## config.mk

```make
export PLATFORM = sky130hd
export DESIGN_NAME = nibble_packer
export DESIGN_NICKNAME = d
export VERILOG_FILES = /design/src/rtl/nibble_pkg.sv /design/src/rtl/nibble_acc.sv /design/src/rtl/nibble_packer.sv
export SDC_FILE = /design/constraint.sdc
export NUM_CORES = 1
export LEC_CHECK = 0
export BUFFER_PORTS_ARGS = -buffer_cell sky130_fd_sc_hd__clkbuf_2
export CAP_MARGIN = 0
export CORE_MARGIN = 1.5
export CORE_UTILIZATION = 40
export CTS_CLUSTER_DIAMETER = 200
export DETAILED_ROUTE_END_ITERATION = 8
export GPL_ROUTABILITY_DRIVEN = 0
export GPL_TIMING_DRIVEN = 0
export HOLD_SLACK_MARGIN = 0.08
export PLACE_DENSITY = 0.58
export RECOVER_POWER = 50
export SLEW_MARGIN = 20
export SYNTH_ARGS = -nofsm -noshare
export SYNTH_HDL_FRONTEND = slang
export SYNTH_SLANG_ARGS = --single-unit
```

## constraint.sdc

```tcl
create_clock -name clk -period 2 [get_ports clk]
set_input_delay 0.2 -clock clk [delete_from_list [all_inputs] [get_ports clk]]
set_output_delay 0.2 -clock clk [all_outputs]
set_load 0.1 [all_outputs]
```

## src/rtl/nibble_pkg.sv

```systemverilog
// Shared definitions for the nibble packer slice: nibble width, accumulator
// FSM state encoding and the count-width helper.
package nibble_pkg;

    localparam int unsigned NIB_W = 4;

    typedef enum logic [0:0] {
        ACC_FILL = 1'b0,
        ACC_HELD = 1'b1
    } acc_state_e;

    // Width needed to hold a count in 0..n.
    function automatic int unsigned nib_cnt_w(input int unsigned n);
        return $clog2(n + 1);
    endfunction

endpackage

```

## src/rtl/nibble_acc.sv

```systemverilog
// Nibble accumulator: writes accepted nibbles into successive slots, tracks
// the fill index and flag count, and detects word completion.
// The "next_*" outputs are the word including the nibble being accepted this
// cycle, so the top level can load it straight into the output register.
// The "held_*" outputs are the registered (frozen) word used from ACC_HELD.
// Optional feature macro: NIBBLE_PACKER_PARITY_EN (running XOR of the word).
module nibble_acc
    import nibble_pkg::*;
#(
    parameter int unsigned NUM_NIB = 4,
    parameter int unsigned CNT_W   = nib_cnt_w(NUM_NIB)
) (
    input  logic                     clk,
    input  logic                     rst_n,
    input  logic                     accept,
    input  logic                     clear,
    input  logic [NIB_W-1:0]         nib,
    input  logic                     flag,
    input  logic                     last,
    output logic                     complete,
    output logic [NIB_W*NUM_NIB-1:0] next_data,
    output logic [CNT_W-1:0]         next_cnt,
    output logic [CNT_W-1:0]         next_flags,
    output logic [NIB_W*NUM_NIB-1:0] held_data,
    output logic [CNT_W-1:0]         held_cnt,
    output logic [CNT_W-1:0]         held_flags
`ifdef NIBBLE_PACKER_PARITY_EN
    ,
    output logic                     next_parity,
    output logic                     held_parity
`endif
);

    logic [NIB_W*NUM_NIB-1:0] data_q, data_d;
    logic [CNT_W-1:0]         idx_q, idx_d;
    logic [CNT_W-1:0]         flags_q, flags_d;
`ifdef NIBBLE_PACKER_PARITY_EN
    logic                     parity_q, parity_d;
`endif

    // Word as it would look with the current nibble written, plus completion.
    always_comb begin
        next_data = data_q;
        for (int unsigned k = 0; k < NUM_NIB; k++) begin
            if (idx_q == CNT_W'(k)) begin
                next_data[k*NIB_W +: NIB_W] = nib;
            end
        end
        next_cnt   = idx_q + CNT_W'(1);
        next_flags = flags_q + CNT_W'(flag);
`ifdef NIBBLE_PACKER_PARITY_EN
        next_parity = parity_q ^ (^nib);
`endif
        complete = accept && ((idx_q == CNT_W'(NUM_NIB - 1)) || last);
    end

    // Next-state: clear has priority so a word handed off this cycle does not
    // linger in the accumulator.
    always_comb begin
        data_d  = data_q;
        idx_d   = idx_q;
        flags_d = flags_q;
`ifdef NIBBLE_PACKER_PARITY_EN
        parity_d = parity_q;
`endif
        if (clear) begin
            data_d  = '0;
            idx_d   = '0;
            flags_d = '0;
`ifdef NIBBLE_PACKER_PARITY_EN
            parity_d = 1'b0;
`endif
        end else if (accept) begin
            data_d  = next_data;
            idx_d   = next_cnt;
            flags_d = next_flags;
`ifdef NIBBLE_PACKER_PARITY_EN
            parity_d = next_parity;
`endif
        end
    end

    // Accumulator registers.
    always_ff @(posedge clk or negedge rst_n) begin
        if (!rst_n) begin
            data_q  <= '0;
            idx_q   <= '0;
            flags_q <= '0;
`ifdef NIBBLE_PACKER_PARITY_EN
            parity_q <= 1'b0;
`endif
        end else begin
            data_q  <= data_d;
            idx_q   <= idx_d;
            flags_q <= flags_d;
`ifdef NIBBLE_PACKER_PARITY_EN
            parity_q <= parity_d;
`endif
        end
    end

    // A completed word freezes with idx one past its last slot, so idx is
    // also the valid-slot count while held.
    always_comb begin
        held_data  = data_q;
        held_cnt   = idx_q;
        held_flags = flags_q;
`ifdef NIBBLE_PACKER_PARITY_EN
        held_parity = parity_q;
`endif
    end

endmodule

```

## src/rtl/nibble_packer.sv

```systemverilog
// Nibble packer top: packs NUM_NIB nibbles (or fewer, on in_last) into one
// word. Holds the accumulator FSM, the output register and both handshakes;
// the accumulator and output register form a two-deep buffer.
// Optional feature macro: NIBBLE_PACKER_PARITY_EN adds the out_parity port.
module nibble_packer
    import nibble_pkg::*;
#(
    parameter int unsigned NUM_NIB = 4,
    parameter int unsigned CNT_W   = nib_cnt_w(NUM_NIB)
) (
    input  logic                     clk,
    input  logic                     rst_n,
    input  logic                     in_valid,
    output logic                     in_ready,
    input  logic [NIB_W-1:0]         in_nib,
    input  logic                     in_flag,
    input  logic                     in_last,
    output logic                     out_valid,
    input  logic                     out_ready,
    output logic [NIB_W*NUM_NIB-1:0] out_data,
    output logic [CNT_W-1:0]         out_cnt,
    output logic [CNT_W-1:0]         out_flags
`ifdef NIBBLE_PACKER_PARITY_EN
    ,
    output logic                     out_parity
`endif
);

    acc_state_e               state_q, state_d;
    logic                     out_valid_q, out_valid_d;
    logic [NIB_W*NUM_NIB-1:0] out_data_q, out_data_d;
    logic [CNT_W-1:0]         out_cnt_q, out_cnt_d;
    logic [CNT_W-1:0]         out_flags_q, out_flags_d;
`ifdef NIBBLE_PACKER_PARITY_EN
    logic                     out_parity_q, out_parity_d;
    logic                     next_parity, held_parity;
`endif

    logic                     accept;
    logic                     drain;
    logic                     out_free;
    logic                     acc_clear;
    logic                     complete;
    logic [NIB_W*NUM_NIB-1:0] next_data, held_data;
    logic [CNT_W-1:0]         next_cnt, held_cnt;
    logic [CNT_W-1:0]         next_flags, held_flags;

    nibble_acc #(
        .NUM_NIB (NUM_NIB),
        .CNT_W   (CNT_W)
    ) u_acc (
        .clk         (clk),
        .rst_n       (rst_n),
        .accept      (accept),
        .clear       (acc_clear),
        .nib         (in_nib),
        .flag        (in_flag),
        .last        (in_last),
        .complete    (complete),
        .next_data   (next_data),
        .next_cnt    (next_cnt),
        .next_flags  (next_flags),
        .held_data   (held_data),
        .held_cnt    (held_cnt),
        .held_flags  (held_flags)
`ifdef NIBBLE_PACKER_PARITY_EN
        ,
        .next_parity (next_parity),
        .held_parity (held_parity)
`endif
    );

    // Handshake qualifiers; in_ready depends on state alone.
    always_comb begin
        in_ready = (state_q == ACC_FILL);
        accept   = in_valid && in_ready;
        drain    = out_valid_q && out_ready;
        out_free = !out_valid_q || out_ready;
    end

    // FSM and output-register next state. A drain and a load in the same
    // edge keep out_valid high, so there is no bubble between words.
    always_comb begin
        state_d     = state_q;
        acc_clear   = 1'b0;
        out_valid_d = out_valid_q && !drain;
        out_data_d  = out_data_q;
        out_cnt_d   = out_cnt_q;
        out_flags_d = out_flags_q;
`ifdef NIBBLE_PACKER_PARITY_EN
        out_parity_d = out_parity_q;
`endif
        case (state_q)
            ACC_FILL: begin
                if (complete) begin
                    if (out_free) begin
                        out_valid_d = 1'b1;
                        out_data_d  = next_data;
                        out_cnt_d   = next_cnt;
                        out_flags_d = next_flags;
`ifdef NIBBLE_PACKER_PARITY_EN
                        out_parity_d = next_parity;
`endif
                        acc_clear   = 1'b1;
                    end else begin
                        state_d = ACC_HELD;
                    end
                end
            end
            ACC_HELD: begin
                if (drain) begin
                    out_valid_d = 1'b1;
                    out_data_d  = held_data;
                    out_cnt_d   = held_cnt;
                    out_flags_d = held_flags;
`ifdef NIBBLE_PACKER_PARITY_EN
                    out_parity_d = held_parity;
`endif
                    acc_clear   = 1'b1;
                    state_d     = ACC_FILL;
                end
            end
            default: begin
                state_d = ACC_FILL;
            end
        endcase
    end

    // FSM and output registers.
    always_ff @(posedge clk or negedge rst_n) begin
        if (!rst_n) begin
            state_q     <= ACC_FILL;
            out_valid_q <= 1'b0;
            out_data_q  <= '0;
            out_cnt_q   <= '0;
            out_flags_q <= '0;
`ifdef NIBBLE_PACKER_PARITY_EN
            out_parity_q <= 1'b0;
`endif
        end else begin
            state_q     <= state_d;
            out_valid_q <= out_valid_d;
            out_data_q  <= out_data_d;
            out_cnt_q   <= out_cnt_d;
            out_flags_q <= out_flags_d;
`ifdef NIBBLE_PACKER_PARITY_EN
            out_parity_q <= out_parity_d;
`endif
        end
    end

    // Registered outputs.
    always_comb begin
        out_valid = out_valid_q;
        out_data  = out_data_q;
        out_cnt   = out_cnt_q;
        out_flags = out_flags_q;
`ifdef NIBBLE_PACKER_PARITY_EN
        out_parity = out_parity_q;
`endif
    end

endmodule

```

Yosys cells after proc, flatten, opt, wreduce, memory -nomap -nowiden:

Index checks and enable logic that the tools add are counted.

* output and inout bits: 24
* memories: 0
* flip-flop bits (word level): 46
* ROM bits: 0
* bits of input ports: 10
* memory bits (writable): 0
* word-level logic and storage cells: 62
* bits in latches: 0

* shift-type cells: 0
* mux-type cells: 34
* reduce and logical (&&, ||, !) cells: 11
* bitwise logic cells: 1
* eq/ne operators: 6
* add/sub/neg operators: 2
* divide/modulo/power cells: 0
* order comparisons: 0
* multipliers: 0

Operators by type and width (number)
* 2-to-1 mux 16 bit: 5
* one-hot mux 16 bit (2 select lines): 1
* 2-to-1 mux 3 bit: 10
* 2-to-1 mux 4 bit: 4
* one-hot mux 3 bit (2 select lines): 2
* 2-to-1 mux 1 bit: 9
* equality test 3 x 2 -> 1 bit (second input constant): 2
* != test 2 x 1 -> 1 bit (second input constant): 3
* one-hot mux 1 bit (2 select lines): 3
* logical AND 1 bit: 4
* adder 3 x 1 -> 3 bit: 1
* adder 3 x 1 -> 3 bit (second input constant): 1
* equality test 3 x 1 -> 1 bit (second input constant): 1
* zero test 3 bit: 1
* AND reduction 3 bit: 1
* zero test 1 bit: 2
* logical OR 1 bit: 2
* nonzero test 2 bit: 1
* NOT 1 bit: 1

Logic depth before layout (Yosys ltp):

* word-level depth: 6
* gate-level depth with buffers: 7
* depth with buffers taken out: 5

By module:

Synthesis repeated with hierarchy kept, for this count alone.

* cell total of the unflattened synthesis: 199
* area total of the unflattened synthesis: 2622.5 um^2

By module, submodules not included
* nibble_acc: times used 1, cells an instance 117, area an instance 1345.0 um^2
* nibble_packer: times used 1, cells an instance 82, area an instance 1277.5 um^2

Worst setup path after synthesis:

Ideal clock, no wire load.

* kind: reg2reg
* start: register out_valid_q (netlist: out_valid)
* end: register out_data_q[15] (netlist: out_data[15])
* period minus slack after synthesis: 2.134 ns
* setup slack: -0.134 ns
* arrival: 2.009 ns
* path buffers: 1
* stages on the path, launching flop included: 5
* path through: dfrtp_1 -> nand2_1 -> a22oi_4 -> buf_6 -> mux2_2

* longest elaborated chain between the ends: 4

RTL lines
* start, declared: line nibble_packer.sv:30 `logic out_valid_q, out_valid_d;`
* start signal, assigned: line nibble_packer.sv:142 `out_valid_q <= out_valid_d;`
* zero test 1 bit: line nibble_packer.sv:78 `out_free = !out_valid_q || out_ready;`
* logical OR 1 bit: line nibble_packer.sv:78
* != test 2 x 1 -> 1 bit (no line)
* AND reduction 3 bit (no line) *
* end signal, assigned: line nibble_packer.sv:143 `out_data_q <= out_data_d;`
* end, declared: line nibble_packer.sv:31 `logic [NIB_W*NUM_NIB-1:0] out_data_q, out_data_d;`

Mark *: on every way between the ends. The rest lies on a longest branch, timed or not.
A chain may end at the register's enable or synchronous reset.

Worst setup path in the final report:

* start: register u_acc.idx_q[1] (netlist: u_acc.held_cnt[1])
* end: register out_data_q[2] (netlist: out_data[2])

* longest elaborated chain between the ends: 5

RTL lines
* start, declared: line nibble_acc.sv:35 `logic [CNT_W-1:0] idx_q, idx_d;`
* start signal, assigned: line nibble_acc.sv:94 `idx_q <= idx_d;`
* zero test 3 bit / equality test 3 x 2 -> 1 bit (equally long branches): line nibble_acc.sv:45, nibble_acc.sv:54
* 2-to-1 mux 4 bit / logical OR 1 bit (equally long branches): line nibble_acc.sv:45, nibble_acc.sv:54
* 2-to-1 mux 16 bit / logical AND 1 bit (equally long branches): line nibble_packer.sv:96, nibble_acc.sv:54
* 2-to-1 mux 16 bit / != test 2 x 1 -> 1 bit (equally long branches)
* one-hot mux 16 bit (2 select lines) / AND reduction 3 bit (equally long branches)

Parallel ways exist; a longest one is shown, timed or not. The select of a mux whose other input is x is not followed.

==> metrics <==
result of the run=finished, final reports clean; clock root cell=sky130_fd_sc_hd__clkbuf_8; reported max-cap violation count=0; largest net degree at the start of global routing=47; fin crit share=93.03%; clk_skew=0.006429 ns; top-level port count=34; HPWL after DPL=2920 um; FF-to-FF End=out_data[2]; Hold Crit Class=primary input to flip-flop; number of nets still failing antenna checks after routing=0; post-synth net total=201; Slew HR=22.35%; mux cell area share after synthesis=25.88%; initial antenna violation count=0; DIE WIDTH=77.98 um; xor and xnor fraction of the mapped netlist area=1.558%; synthesized area divided by synthesized cell count=12.22 um^2; count of final hold-check violations=0; worst setup timing slack at the placement stage=-0.09401 ns; fraction of layout cells with a size suffix above 1=38.60%; Final WS setup=0.1393 ns; count of buffers inserted at the top-level ports=33; buffers from clock root to sink, at most=2; area fraction in compound gates after synthesis=4.229%; post-synthesis share of cell area spent on full adders, half adders and majority gates=3.895%; WHS Path Cells=2; Die Footprint=0.006080 mm^2; area fraction in and, or, nand and nor cells after synthesis=9.683%; cells after synthesis=184; Crit Reg-Reg Startpoint=u_acc.held_cnt[1]; fill count=535; HP Start=out_ready; post-CTS clock slew at the launch and capture registers of the worst setup and hold paths=0.08 ns; share of synthesized area occupied by flip-flops and latches=51.20%; number of register bits inferred by synthesis=46; DIE HEIGHT=77.98 um; number of placement rows=27; CTS H-tree depth=2; crit start category=flip-flop; dominant combinational cell family by area after synthesis=multiplexers; Nets=244; routed length per placed instance=14.21 um; Via Count=1,476; vias in the first global route=1,500; Final Setup Violations=0; top achievable clock speed=537.4 MHz; initial core utilization=41.08%; violation count after the first detailed-route iteration=69; Inserted Clock Buffers=5; total global routing overflow=0; DRT Wirelength=4263 um; FF-to-FF setup slack=0.14 ns; Mapped Area=0.002248 mm^2; via-per-instance ratio=4.920; Final Core Density=48.13%; Worst Path Arrival=2.04 ns; type of the worst setup path=flip-flop to flip-flop; post-synthesis cell type count=25; WHS Endpoint=state_q; area overhead of the layout relative to synthesis=17.14%; maximum fanout count along the critical path=10; DRT Pass-1 Iters=4; antenna cell count=0; CTS tree=built; total number of clock tree sinks=46; cell count after placement=289; aggregate negative setup slack=0 ns; required time of the critical path=2.18 ns; All-Layer GR Usage=15.91%; nature of the critical path endpoint=flip-flop; Warnings, synthesis=0; time the final worst path needs with I/O delays and setup=1.861 ns; global-route wire length before repair=7486 um; RSZ-0062 raised after global routing=no; DRC violations left=0; actual transition at the worst max-transition pin=1.170 ns; Clk Latency, worst-skew pair=0.30 ns; Non-Filler Instances=300; path depth of the worst reg2reg path=6; final-report max-slew violation count=0; placeable core region=0.005473 mm^2
[synth_stat cells, drive strengths merged]
cell | instances | share of area, %
o211ai | 1 | 0.33
xnor2 | 3 | 1.2
nand3 | 4 | 0.89
inv | 5 | 0.83
nor2b | 2 | 1.0
xor2 | 1 | 0.39
a22oi | 2 | 1.3
and3 | 3 | 0.83
dfrtp | 46 | 51
nand2 | 16 | 2.7
mux2i | 12 | 5.3
and2 | 3 | 1.2
nand2b | 1 | 0.28
clkbuf | 3 | 0.50
a21oi | 8 | 1.8
mux2 | 41 | 21
o21ai | 3 | 0.83
ha | 7 | 3.9
nor2 | 17 | 2.8
buf | 6 | 2.2
[what timing repair did]
action | 4_1_cts | 5_1_grt
endpoints found under the setup margin | 33 | 20
gates resized for setup | 1 | 2
pin swaps | 1 | 0
endpoints found under the hold margin | 46 | 0
hold buffers | 1 | 0
setup buffers | 2 | 0
gates cloned | 0 | 0
[critical path: stages (launching register included)]
cell and delay (ns):
sky130_fd_sc_hd__dfrtp_1 0.42, sky130_fd_sc_hd__ha_1 0.17, sky130_fd_sc_hd__ha_2 0.27, sky130_fd_sc_hd__o21ai_2 0.11
sky130_fd_sc_hd__a22oi_4 0.25, sky130_fd_sc_hd__buf_6 0.20, sky130_fd_sc_hd__mux2_2 0.34
[routing by layer]
layer	track usage [%]	routed length, um
met3	4.353	181
met4	4.286	60
met2	24.09	1952
met5	0	0
met1	22.43	2068
[state kept, by name, summed over array words and instances, names as in the netlist]
signal	count
u_acc.held_cnt	3
u_acc.held_data	16
state_q	1
out_valid	1
u_acc.held_flags	3
out_data	16
out_flags	3
out_cnt	3
[final cells by class]
| cell class | instances | area, um^2 | area share (%) |
|---|---|---|---|
| multi-input cells | 124 | 1025 | 38.91 |
| clock buffers | 8 | 110.1 | 4.181 |
| flip-flops and latches | 46 | 1154 | 43.80 |
| repair buffers | 36 | 175.2 | 6.651 |
| inverters | 5 | 18.77 | 0.7126 |
| well taps | 72 | 90.09 | 3.420 |
| plain buffers | 9 | 61.31 | 2.328 |
[worst max-delay path by stage]
stage,start,endpoint,slack (ns),cells after the start
after floorplan,state_q,out_flags[2],0.13,5
after global placement,u_acc.held_cnt[0],out_data[7],-0.09,6
after detailed placement,u_acc.held_cnt[0],out_data[7],-0.09,6
after CTS,u_acc.held_cnt[0],out_data[12],0.05,5
after global routing,u_acc.held_cnt[1],out_data[1],0.02,6
final,u_acc.held_cnt[1],out_data[2],0.14,6
[through the flow]
step,area [um^2],hold WS (ns)
final,2634,0.1131
after global routing,2634,0.09999
after CTS,2645,0.1047
after detailed placement,2507,0.2994
after global placement,2505,0.4331
after floorplan,2250,-0.09559
[placed cells by master, fill, tap and decap left out, types with 2 or more instances in the layout]
master and n:
sky130_fd_sc_hd__buf_4 5, sky130_fd_sc_hd__xnor2_1 3, sky130_fd_sc_hd__nand2_1 16, sky130_fd_sc_hd__mux2_2 41
sky130_fd_sc_hd__dfrtp_2 2, sky130_fd_sc_hd__clkbuf_1 15, sky130_fd_sc_hd__clkbuf_2 21, sky130_fd_sc_hd__inv_1 5
sky130_fd_sc_hd__and3_1 3, sky130_fd_sc_hd__nor2_1 17, sky130_fd_sc_hd__dfrtp_1 44, sky130_fd_sc_hd__nor2b_4 2
sky130_fd_sc_hd__ha_1 6, sky130_fd_sc_hd__nand3_1 4, sky130_fd_sc_hd__and2_4 3, sky130_fd_sc_hd__a21oi_1 8
sky130_fd_sc_hd__o21ai_0 2, sky130_fd_sc_hd__buf_6 2, sky130_fd_sc_hd__mux2i_1 12, sky130_fd_sc_hd__clkbuf_8 8
[cells by family after synthesis]
family,Yosys count
flops,46
simple gates,46
xor+xnor,4
compound gates,14
fa+ha+maj,7
mux,53
buf+inv,14
Power is not shown: default switching activity piles up to over one toggle a cycle in this logic, so the estimate is an artifact.
